==> src/rtl/tama_pkg.sv <==
// Shared definitions for the tamagotchi host link (status transmitter and command receiver).
// Contents: frame constants, stat width, the UART frame-FSM state type and a stat-to-byte helper.
package tama_pkg;

  localparam logic [7:0]  FRAME_HEADER = 8'hA5;
  localparam int unsigned FRAME_LEN    = 8;
  localparam int unsigned STAT_W       = 5;

  typedef enum logic [1:0] {
    StIdle,
    StStart,
    StData,
    StStop
  } frame_state_t;

  // Zero-extends a stat value to one frame byte.
  function automatic logic [7:0] stat_byte(input logic [STAT_W-1:0] s);
    return {{(8 - STAT_W){1'b0}}, s};
  endfunction

endpackage

==> src/rtl/uart_tx_byte.sv <==
// 8N1 byte serializer.
// Ports:
//   clk, reset      - system clock, asynchronous active-high reset
//   load, data      - byte request; accepted when idle or on the final cycle of a stop bit
//   last            - tag carried with the byte; echoed on done_last when that byte completes
//   tx              - serial line, idles high (registered)
//   busy            - byte in progress (registered)
//   done, done_last - one-cycle pulses when a byte's stop bit ends (registered)
module uart_tx_byte
  import tama_pkg::*;
#(
  parameter int unsigned CLKS_PER_BIT = 1042
) (
  input  logic       clk,
  input  logic       reset,
  input  logic       load,
  input  logic [7:0] data,
  input  logic       last,
  output logic       tx,
  output logic       busy,
  output logic       done,
  output logic       done_last
);

  localparam int unsigned     CntW   = $clog2(CLKS_PER_BIT);
  localparam logic [CntW-1:0] CntMax = CntW'(CLKS_PER_BIT - 1);

  frame_state_t    state_q;
  logic [CntW-1:0] clk_cnt_q;
  logic [2:0]      bit_idx_q;
  logic [7:0]      shift_q;
  logic            last_q;

  always_ff @(posedge clk or posedge reset) begin
    if (reset) begin
      state_q   <= StIdle;
      clk_cnt_q <= '0;
      bit_idx_q <= '0;
      shift_q   <= '0;
      last_q    <= 1'b0;
      tx        <= 1'b1;
      busy      <= 1'b0;
      done      <= 1'b0;
      done_last <= 1'b0;
    end else begin
      done      <= 1'b0;
      done_last <= 1'b0;
      unique case (state_q)
        StIdle: begin
          tx        <= 1'b1;
          busy      <= 1'b0;
          clk_cnt_q <= '0;
          if (load) begin
            shift_q <= data;
            last_q  <= last;
            state_q <= StStart;
            tx      <= 1'b0;
            busy    <= 1'b1;
          end
        end
        StStart: begin
          if (clk_cnt_q == CntMax) begin
            clk_cnt_q <= '0;
            bit_idx_q <= '0;
            tx        <= shift_q[0];
            state_q   <= StData;
          end else begin
            clk_cnt_q <= clk_cnt_q + 1'b1;
          end
        end
        StData: begin
          if (clk_cnt_q == CntMax) begin
            clk_cnt_q <= '0;
            if (bit_idx_q == 3'd7) begin
              tx      <= 1'b1;
              state_q <= StStop;
            end else begin
              // Shift right so the next data bit is always at position 1.
              bit_idx_q <= bit_idx_q + 3'd1;
              tx        <= shift_q[1];
              shift_q   <= {1'b0, shift_q[7:1]};
            end
          end else begin
            clk_cnt_q <= clk_cnt_q + 1'b1;
          end
        end
        StStop: begin
          if (clk_cnt_q == CntMax) begin
            clk_cnt_q <= '0;
            done      <= 1'b1;
            done_last <= last_q;
            if (load) begin
              // Chain straight into the next start bit: no inter-byte gap.
              shift_q <= data;
              last_q  <= last;
              tx      <= 1'b0;
              state_q <= StStart;
            end else begin
              tx      <= 1'b1;
              busy    <= 1'b0;
              state_q <= StIdle;
            end
          end else begin
            clk_cnt_q <= clk_cnt_q + 1'b1;
          end
        end
        default: state_q <= StIdle;
      endcase
    end
  end

endmodule

==> src/rtl/stats_uart_tx.sv <==
// Pet-status frame transmitter: on send, snapshots the five stats and the sleep flag and sends
// the 8-byte frame HEADER, stats, flags, XOR checksum (bytes 1..6) as 8N1 on uart_tx.
// Ports:
//   clk, reset                                     - system clock, async active-high reset
//   send                                           - frame request, ignored while busy
//   hunger, happiness, hygiene, energy, social     - live 5-bit stats
//   is_sleeping                                    - live sleep flag
//   uart_tx                                        - serial line, idles high
//   busy                                           - frame in progress
//   frame_done                                     - one-cycle pulse at the end of a frame
module stats_uart_tx
  import tama_pkg::*;
#(
  parameter int unsigned CLKS_PER_BIT = 1042,
  parameter logic [7:0]  HEADER       = FRAME_HEADER
) (
  input  logic              clk,
  input  logic              reset,
  input  logic              send,
  input  logic [STAT_W-1:0] hunger,
  input  logic [STAT_W-1:0] happiness,
  input  logic [STAT_W-1:0] hygiene,
  input  logic [STAT_W-1:0] energy,
  input  logic [STAT_W-1:0] social,
  input  logic              is_sleeping,
  output logic              uart_tx,
  output logic              busy,
  output logic              frame_done
);

  localparam logic [3:0] IdxEnd  = 4'(FRAME_LEN);
  localparam logic [3:0] IdxLast = 4'(FRAME_LEN - 1);

  logic [STAT_W-1:0] hunger_q, happiness_q, hygiene_q, energy_q, social_q;
  logic              sleep_q;
  // Index of the next byte to hand to the serializer (the header is loaded on acceptance).
  logic [3:0]        next_idx_q;

  logic [7:0] checksum;
  logic [7:0] frame_byte;
  logic [7:0] ld_data;
  logic       ld;
  logic       ld_last;
  logic       byte_done;

  always_comb begin
    checksum = stat_byte(hunger_q) ^ stat_byte(happiness_q) ^ stat_byte(hygiene_q) ^
               stat_byte(energy_q) ^ stat_byte(social_q) ^ {7'b0, sleep_q};
    case (next_idx_q[2:0])
      3'd1:    frame_byte = stat_byte(hunger_q);
      3'd2:    frame_byte = stat_byte(happiness_q);
      3'd3:    frame_byte = stat_byte(hygiene_q);
      3'd4:    frame_byte = stat_byte(energy_q);
      3'd5:    frame_byte = stat_byte(social_q);
      3'd6:    frame_byte = {7'b0, sleep_q};
      3'd7:    frame_byte = checksum;
      default: frame_byte = HEADER;
    endcase
    // The serializer only consumes load when idle or at the end of a stop bit, so holding the
    // pending byte on the bus for the whole byte time is safe.
    if (busy) begin
      ld      = (next_idx_q != IdxEnd);
      ld_data = frame_byte;
      ld_last = (next_idx_q == IdxLast);
    end else begin
      ld      = send;
      ld_data = HEADER;
      ld_last = 1'b0;
    end
  end

  always_ff @(posedge clk or posedge reset) begin
    if (reset) begin
      hunger_q    <= '0;
      happiness_q <= '0;
      hygiene_q   <= '0;
      energy_q    <= '0;
      social_q    <= '0;
      sleep_q     <= 1'b0;
      next_idx_q  <= '0;
    end else if (!busy) begin
      if (send) begin
        hunger_q    <= hunger;
        happiness_q <= happiness;
        hygiene_q   <= hygiene;
        energy_q    <= energy;
        social_q    <= social;
        sleep_q     <= is_sleeping;
        next_idx_q  <= 4'd1;
      end
    end else if (byte_done && next_idx_q != IdxEnd) begin
      next_idx_q <= next_idx_q + 4'd1;
    end
  end

  uart_tx_byte #(
    .CLKS_PER_BIT(CLKS_PER_BIT)
  ) u_byte (
    .clk      (clk),
    .reset    (reset),
    .load     (ld),
    .data     (ld_data),
    .last     (ld_last),
    .tx       (uart_tx),
    .busy     (busy),
    .done     (byte_done),
    .done_last(frame_done)
  );

endmodule

==> config.mk <==
export PLATFORM = sky130hd
export DESIGN_NAME = stats_uart_tx
export DESIGN_NICKNAME = d
export VERILOG_FILES = /design/src/rtl/tama_pkg.sv /design/src/rtl/uart_tx_byte.sv /design/src/rtl/stats_uart_tx.sv
export SDC_FILE = /design/constraint.sdc
export NUM_CORES = 1
export LEC_CHECK = 0
export BUFFER_PORTS_ARGS = -buffer_cell sky130_fd_sc_hd__buf_2
export CAP_MARGIN = 40
export CELL_PAD_IN_SITES_DETAIL_PLACEMENT = 0
export CELL_PAD_IN_SITES_GLOBAL_PLACEMENT = 1
export CORE_ASPECT_RATIO = 1.1
export CORE_MARGIN = 2
export CORE_UTILIZATION = 47
export DETAILED_ROUTE_END_ITERATION = 10
export GPL_ROUTABILITY_DRIVEN = 0
export PLACE_DENSITY_LB_ADDON = 0.1
export SETUP_SLACK_MARGIN = 0.02
export SYNTH_ARGS = -nofsm -noshare
export SYNTH_HDL_FRONTEND = slang
export SYNTH_SLANG_ARGS = --single-unit
==> constraint.sdc <==
create_clock -name clk -period 2.25 [get_ports clk]
set_input_delay 0.3375 -clock clk [delete_from_list [all_inputs] [get_ports clk]]
set_output_delay 0.3375 -clock clk [all_outputs]
set_load 0.005 [all_outputs]
* Word level (Yosys, flattened, before mapping) *
Cells that the tools add are included.

operators by class
  $add $sub $neg = 3
  eq/ne operators = 22
  muxes and demuxes = 42
  bitwise gates (word level) = 6
  reductions and logical operators = 15

operator list
  operator               count
  $pmux 8 s7             1
  $mux 8                 5
  $pmux 8 s3             1
  $pmux 11 s2            1
  $xor 5x5->5            4
  $mux 1                 17
  $eq 3x3->1 const B     5
  $mux 4                 3
  $add 11x1->11 const B  1
  $eq 11x11->1 const B   1
  $mux 11                1
  $mux 2                 5
  $mux 3                 3
  $ne 2x1->1 const B     4
  $ne 2x2->1 const B     4
  $pmux 2 s4             1
  $reduce_and 4->1       2
  $eq 3x2->1 const B     2
  $pmux 3 s2             1
  $reduce_and 2->1       3
  $reduce_and 3->1       2
  $reduce_bool 2->1      3
  $reduce_and 5->1       1
  $xor 5x1->5            1
  14 further kinds       16

storage, ports and cells
  bits in registers = 59
  bits of input ports = 29
  output and inout port bits = 3
  word-level logic and storage cells = 104

* Logic depth before layout (Yosys ltp) *
Gate-level depths: netlist of the first run.

  depth in word-level cells = 10
  gate-level depth with buffers = 8
  mapped depth without buffers = 6

* Cells and area by module *
From an unflattened synthesis of the first run, not the netlist that was laid out.

unflattened totals
  cells, all modules = 333
  area total of the unflattened synthesis = 3314.4 um2

by module, submodules not included
  module         times used  cells each  area an instance (um2)  sequential area each (um2)
  stats_uart_tx  1           194         1760.4                  750.7
  uart_tx_byte   1           139         1554.0                  726.9

* Worst setup path before layout of the first run *
OpenSTA, ideal clock, no wires.

  path type = register -> register
  from = register u_byte.state_q[0]
  to = register u_byte.shift_q[5]
  library setup time = 125 ps
  arrival time = 1796 ps
  required time = 2125 ps
  setup slack = 329 ps
  stages on the path, launching flop included = 8
  buffers on the path = 2
  period minus slack after synthesis = 1921 ps
  cells stage by stage = dfrtp_1 > inv_1 > ha_1 > clkbuf_1 > a21oi_1 > and3_1 > buf_6 > mux2_4

on the way
  word-level cells in the longest chain between the ends = 3
  elaborated cells between the ends (all ways) = 9
  classes of those cells = eq/ne (5); mux (1); reduce/logical (3)

RTL lines
  element                                               line                RTL
  start: declaration                                    uart_tx_byte.sv:28  frame_state_t state_q;
  start signal: assignment                              uart_tx_byte.sv:36  state_q <= StIdle;
  start signal: assignment                              uart_tx_byte.sv:56  state_q <= StStart;
  start signal: assignment                              uart_tx_byte.sv:66  state_q <= StData;
  $eq 2x2->1 / $logic_not 2->1 (equally long branches)  uart_tx_byte.sv:48  unique case (state_q)
  $ne 2x1->1 (no source line) (tied with other cells)   -
  $reduce_and 4->1 (no source line)                     -
  end signal: assignment                                uart_tx_byte.sv:54  shift_q <= data;
  end signal: assignment                                uart_tx_byte.sv:81  shift_q <= {1'b0, shift_q[7:1]};
  end signal: assignment                                uart_tx_byte.sv:94  shift_q <= data;
  end: declaration                                      uart_tx_byte.sv:31  logic [7:0] shift_q;

Parallel ways exist; a longest one is shown, timed or not.
A chain may end at the register's enable or synchronous reset.

* Worst setup path in the final report of the first run *
  from = register next_idx_q[0]
  to = register u_byte.shift_q[5]

on the way
  word-level cells in the longest chain between the ends = 6
  elaborated cells between the ends (all ways) = 14
  classes of those cells = eq/ne (8); mux (6)

RTL lines
  element                             line                                    RTL
  start: declaration                  stats_uart_tx.sv:37                     logic [3:0] next_idx_q;
  start signal: assignment            stats_uart_tx.sv:92                     next_idx_q <= next_idx_q + 4'd1;
  $eq 3x3->1 (tied with other cells)  stats_uart_tx.sv:49                     case (next_idx_q[2:0])
  $pmux 8 s7                          stats_uart_tx.sv:49
  $mux 8                              stats_uart_tx.sv:61                     if (busy) begin
  $mux 8 *                            uart_tx_byte.sv:53, uart_tx_byte.sv:92
  $mux 8                              uart_tx_byte.sv:88                      if (clk_cnt_q == CntMax) begin
  $pmux 8 s3 *                        uart_tx_byte.sv:48

Every way passes the cells marked *; elsewhere a longest branch is shown, timed or not. The select of a mux whose other input is x is not followed.

==> impl_metrics.json, run 1 <==
{
  "status": "complete, no violations",
  "min_period_over_period_pct": 92.3,
  "fin_skew_ps": 11.7,
  "clockRootBuffer": "clkbuf_8",
  "end_kind": "register",
  "nets": 368,
  "final_cell_mix": "dfrtp_1, buf_2, mux2_2",
  "yosysWarnings": 0,
  "finalCriticalPeriod_ps": 2080,
  "dieWidth_um": 83.4,
  "hold_class": "primary input to asynchronous set/reset pin",
  "cp.required_ps": 2460,
  "arrival_ps": 2290,
  "die_h_um": 91.3,
  "finalPower_mw": 2.51,
  "clk_path_buf_depth": 2,
  "yosys.cell_types.count": 58,
  "ys_seq_area_share_pct": 45.3,
  "grt_pass1_wl_mm": 11.0,
  "drt-wirelength-per-cell_um": 15.7,
  "dpl_cell_area_um2": 3530,
  "diodes": 0,
  "tightest_slew_ps": 544,
  "synth.avg_cell_area_um2": 11.4,
  "finalHoldViolCount": 0,
  "clk_latency_ps": 330,
  "finalNonFillerCells": 411,
  "slowest_stage": "dfrtp_1",
  "grt_pass1_vias": 2307,
  "clockPowerShare_pct": 46.9,
  "final_cell_area_um2": 3780,
  "hpwl_mm": 4.66,
  "syn-num-nets": 329,
  "hold_buffers": 0,
  "fin_setup_tns_ps": 0,
  "avgViaCountPerCell": 5.50,
  "fin_hold_ws_ps": 53.1,
  "synth_seq_cells": 59,
  "async_flop_share_pct": 100,
  "placement.io_buffers": 31,
  "grt_usage_pct": 18.0,
  "cap_viol_max_count": 0,
  "cts-resized-gates": 0,
  "max_stage_delay_ps": 430,
  "drcViolationCount": 0,
  "ant_nets": 0,
  "p_int_mw": 1.98,
  "p_sw_mw": 0.531,
  "finalSetupViolCount": 0,
  "drv_slew": 0,
  "syn_area_um2": 3260,
  "grt_overflow": 0,
  "cp_max_fo": 8,
  "fmax_mhz": 481,
  "max-vdd-ir-drop_mv": 0.431,
  "path_clk_slew_ps": 70,
  "swShare_pct": 21.2,
  "power_frac_comb_pct": 7.6,
  "num_rows": 31,
  "die-area_um2": 7620,
  "vias": 2260,
  "core_region_area_um2": 6630,
  "crit_path_start_kind": "register",
  "drt_iter0_drc": 88,
  "crit_chain": "inv_1 -> ha_1 -> nand4b_1 -> a21o_1 -> and3_1 -> mux2_4",
  "syn_inst": 285,
  "grt_antenna_before_repair": 0,
  "cts_tree": "done",
  "cts.htree.levels": 3,
  "leakage_nw": 1.80,
  "relSlewSlack_pct": 63.7,
  "grt_max_degree": 36,
  "synth_enable_flop_cells": 0,
  "seq_power_share_pct": 45.5,
  "ios": 32,
  "fillers": 570,
  "cts_made_buffers": 9,
  "post_cts_buffers": 0,
  "crit_type": "register to register",
  "rsz0062_at_grt": "false",
  "synth-main-ff-cell": "dfrtp_1",
  "final_common_cell": "dfrtp_1",
  "layout-drive-gt1-share_pct": 29.2,
  "dpl.cell_count": 395,
  "wl_mm": 6.45,
  "cts.sinks": 59,
  "drt-pass1-iter-count": 5,
  "syn2layout_area_growth_pct": 16.0,
  "powerDensity_nw_per_um2": 663,
  "initial_utilization_pct": 49.1
}
[routing by layer]
metal  up-vias  GRT usage (%)  routed length, um
met5         -              0                  0
li1       1117              -                  -
met2        33           27.4               2870
met3        10           3.36                187
met1      1100           25.5               3300
met4         0           6.83                 89
[cell usage after synthesis, drive strengths merged (4+ instances only)]
cell type	instances	area share (%)
nand3	6	0.92
xor2	9	2.4
nor2	20	2.3
xnor3	5	3.5
and3	5	1.0
o2111ai	4	1.1
a22oi	5	1.2
ha	15	5.8
xnor2	12	3.2
dfrtp	58	45
inv	20	2.3
o21ai	5	0.77
nand4	9	1.7
nor3	4	0.61
a21oi	5	0.77
nand2	12	1.4
a211oi	4	0.92
buf	7	1.4
mux2	32	11
[worst max-delay path: cells and delay by family, from the launching register on]
family,cells,cell delay [ps]
simple gates,2,510
flops,1,430
fa+ha+maj,1,360
mux,1,330
compound gates,1,240
buf+inv,1,120
[power groups by stage]
stage	Clock [mW]	Combinational (mW)	Sequential, mW
floorplan	0	0.136	1.15
global placement	0	0.189	1.16
detailed placement	0	0.192	1.16
CTS	1.20	0.193	1.14
global route	1.24	0.211	1.15
finish	1.18	0.190	1.14
[flip-flops by register name, indices dropped and copies added (netlist names)]
signal and flops:
happiness_q 5, u_byte.tx 1, u_byte.bit_idx_q 3, u_byte.shift_q 8
u_byte.busy 1, u_byte.done 1, u_byte.clk_cnt_q 11, hunger_q 5
u_byte.last_q 1, next_idx_q 4, energy_q 5, hygiene_q 5
u_byte.done_last 1, sleep_q 1, social_q 5, u_byte.state_q 2
[worst paths after layout]
check / startpoint / end / slack (ps) / depth (start not counted)
max: next_idx_q[0]$_DFFE_PP0P_ / u_byte.shift_q[5]$_DFFE_PP0P_ / 170 / 6
max in group asynchronous: reset / u_byte.tx$_DFFE_PP1P_ / 1550 / 3
min: reset / u_byte.clk_cnt_q[2]$_DFF_PP0_ / 50 / 2
min in group clk: energy[1] / energy_q[1]$_DFFE_PP0P_ / 230 / 2
min reg2reg: u_byte.tx$_DFFE_PP1P_ / u_byte.tx$_DFFE_PP1P_ / 490 / 2
max reg2reg: next_idx_q[0]$_DFFE_PP0P_ / u_byte.shift_q[5]$_DFFE_PP0P_ / 170 / 6
[logic make-up after synthesis]
family,after synthesis,synth area share [%]
simple gates,72,12.2
flops,59,45.3
compound gates,51,12.2
mux,32,11.4
buf+inv,30,4.03
xor+xnor,26,9.10
fa+ha+maj,15,5.76
[per-stage QoR]
step | setup slack, ps | utilization [%]
6_report | 173 | 57.0
5_1_grt | 63.7 | 57.0
4_1_cts | 171 | 56.8
3_5_place_dp | 181 | 53.2
3_3_place_gp | 248 | 53.2
2_1_floorplan | 329 | -
[final cells by class]
| class | instances | area, um^2 | share of cell area, % |
|---|---|---|---|
| clock buffers | 11 | 141 | 3.74 |
| clock inverters | 5 | 100 | 2.65 |
| inverters | 20 | 75.1 | 1.99 |
| multi-input cells | 196 | 1660 | 44.0 |
| flip-flops and latches | 59 | 1480 | 39.1 |
| well taps | 82 | 103 | 2.71 |
| repair buffers | 38 | 220 | 5.82 |
(Power assumes the default switching activity.)
==> inputs of run 2 (changes only) <==
--- a/config.mk
+++ b/config.mk
@@ -5,7 +5,7 @@
 export SDC_FILE = /design/constraint.sdc
 export NUM_CORES = 1
 export LEC_CHECK = 0
-export BUFFER_PORTS_ARGS = -buffer_cell sky130_fd_sc_hd__buf_2
+export BUFFER_PORTS_ARGS = -buffer_cell sky130_fd_sc_hd__buf_4
 export CAP_MARGIN = 40
 export CELL_PAD_IN_SITES_DETAIL_PLACEMENT = 0
 export CELL_PAD_IN_SITES_GLOBAL_PLACEMENT = 1
@@ -14,6 +14,7 @@
 export CORE_UTILIZATION = 47
 export DETAILED_ROUTE_END_ITERATION = 10
 export GPL_ROUTABILITY_DRIVEN = 0
+export GPL_TIMING_DRIVEN = 0
 export PLACE_DENSITY_LB_ADDON = 0.1
 export SETUP_SLACK_MARGIN = 0.02
 export SYNTH_ARGS = -nofsm -noshare
==> impl_metrics.json, run 2 (synthesized netlist as in run 1, its figures left out) <==
{
  "status": "complete, no violations",
  "final_common_cell": "dfrtp_1",
  "relSlewSlack_pct": 52.0,
  "seq_power_share_pct": 47.1,
  "drv_slew": 0,
  "grt_pass1_vias": 2390,
  "vias": 2348,
  "grt_usage_pct": 19.7,
  "dieWidth_um": 83.4,
  "min_period_over_period_pct": 92.7,
  "cp.required_ps": 2480,
  "clockPowerShare_pct": 44.2,
  "crit_path_start_kind": "register",
  "top_register": "u_byte.clk_cnt_q",
  "die_h_um": 91.3,
  "layout-drive-gt1-share_pct": 30.3,
  "p_sw_mw": 0.570,
  "grt_antenna_before_repair": 0,
  "die-area_um2": 7620,
  "clk_latency_ps": 340,
  "rsz0062_at_grt": "false",
  "fmax_mhz": 479,
  "powerDensity_nw_per_um2": 624,
  "arrival_ps": 2320,
  "placement.io_buffers": 31,
  "cts.htree.levels": 3,
  "hpwl_mm": 4.76,
  "leakage_nw": 1.82,
  "cp_max_fo": 10,
  "clockRootBuffer": "clkbuf_8",
  "cap_viol_max_count": 0,
  "finalPower_mw": 2.42,
  "finalCriticalPeriod_ps": 2090,
  "drt-pass1-iter-count": 5,
  "ff2ff_path_depth": 8,
  "grt_max_degree": 33,
  "fin_skew_ps": 7.12,
  "power_frac_comb_pct": 8.7,
  "num_rows": 31,
  "finalNonFillerCells": 415,
  "drcViolationCount": 0,
  "rrSetupSlack_ps": 160,
  "p_int_mw": 1.85,
  "swShare_pct": 23.6,
  "final_util_pct": 58.4,
  "grt_pass1_wl_mm": 11.8,
  "diodes": 0,
  "ant_nets": 0,
  "finalHoldViolCount": 0,
  "hold_class": "primary input to asynchronous set/reset pin",
  "initial_utilization_pct": 49.1,
  "largest_register_ffs": 11,
  "fin_hold_ws_ps": 116,
  "grt_overflow": 0,
  "crit_type": "register to register",
  "dpl.cell_count": 399,
  "drt_iter0_drc": 154,
  "wl_mm": 6.82,
  "ios": 32,
  "avgViaCountPerCell": 5.66,
  "core_region_area_um2": 6630,
  "finalSetupViolCount": 0,
  "max-vdd-ir-drop_mv": 0.437,
  "tightest_slew_ps": 718,
  "layout_setup_ws_ps": 163,
  "final_cell_mix": "dfrtp_1, buf_4, mux2_2",
  "r2r_end": "u_byte.shift_q[2]$_DFFE_PP0P_",
  "end_kind": "register",
  "syn2layout_area_growth_pct": 18.9,
  "cts_made_buffers": 9,
  "nets": 372,
  "clk_path_buf_depth": 2,
  "drt-wirelength-per-cell_um": 16.4,
  "cts.sinks": 59,
  "post-place-ws_ps": -185,
  "cts_tree": "done",
  "path_clk_slew_ps": 70,
  "reg2reg_from": "next_idx_q[2]$_DFFE_PP0P_",
  "reg.largest.list": "u_byte.clk_cnt_q x11, u_byte.shift_q x8"
}
## run 2: worst max-delay path, cell delays in order, from the launching register on
cell       delay (ps)
dfrtp_1           450
clkbuf_4          230
inv_1             200
ha_2              310
nor4_2             80
a211oi_2          280
buf_4             170
o2111ai_1         100
o2bb2ai_1         160
## run 2: stage by stage
stage               setup TNS, ps  instance area (um^2)
finish                          0                  3880
global route                    0                  3880
CTS                             0                  3850
detailed placement           -764                  3610
global placement           -21710                  3590
floorplan                       0                  3260
## run 2: final cells by class
type | count | area, um^2
clock buffers | 9 | 124
flip-flops and latches | 59 | 1480
repair buffers | 33 | 260
fillers | 580 | 2760
multi-input cells | 196 | 1690
well taps | 82 | 103
plain buffers | 9 | 58.8
clock inverters | 7 | 92.6
inverters | 20 | 75.1
## run 2: worst max path at each step
| stage | startpoint | endpoint | slack (ps) | cells past startpoint |
|---|---|---|---|---|
| 2_1_floorplan | u_byte.state_q[0]$_DFFE_PP0P_ | u_byte.shift_q[5]$_DFFE_PP0P_ | 330 | 7 |
| 3_3_place_gp | reset | happiness_q[0]$_DFFE_PP0P_ | -360 | 2 |
| 3_5_place_dp | next_idx_q[2]$_DFFE_PP0P_ | u_byte.shift_q[1]$_DFFE_PP0P_ | -180 | 7 |
| 4_1_cts | next_idx_q[2]$_DFFE_PP0P_ | u_byte.shift_q[1]$_DFFE_PP0P_ | 70 | 7 |
| 5_1_grt | next_idx_q[2]$_DFFE_PP0P_ | u_byte.shift_q[2]$_DFFE_PP0P_ | 30 | 8 |
| 6_report | next_idx_q[2]$_DFFE_PP0P_ | u_byte.shift_q[2]$_DFFE_PP0P_ | 160 | 8 |
## run 2: repair_timing
action                     4_1_cts  5_1_grt
pin swaps                        0        2
resized for setup                4        7
buffers inserted                 0        1
hold buffers                     0        0
setup endpoints to repair        6        8
## run 2: power groups by stage
stage	logic (mW)	clock network, mW	registers [mW]
final	0.210	1.07	1.14
after global routing	0.233	1.13	1.14
after CTS	0.207	1.09	1.14
after detailed placement	0.205	0	1.16
after global placement	0.197	0	1.16
after floorplan	0.136	0	1.15
## run 2: routing by layer
layer	part of all wire [%]	GRT usage, %
met5	0	0
met4	1.9	8.06
met3	5.8	4.09
met2	44	29.6
met1	48	27.8
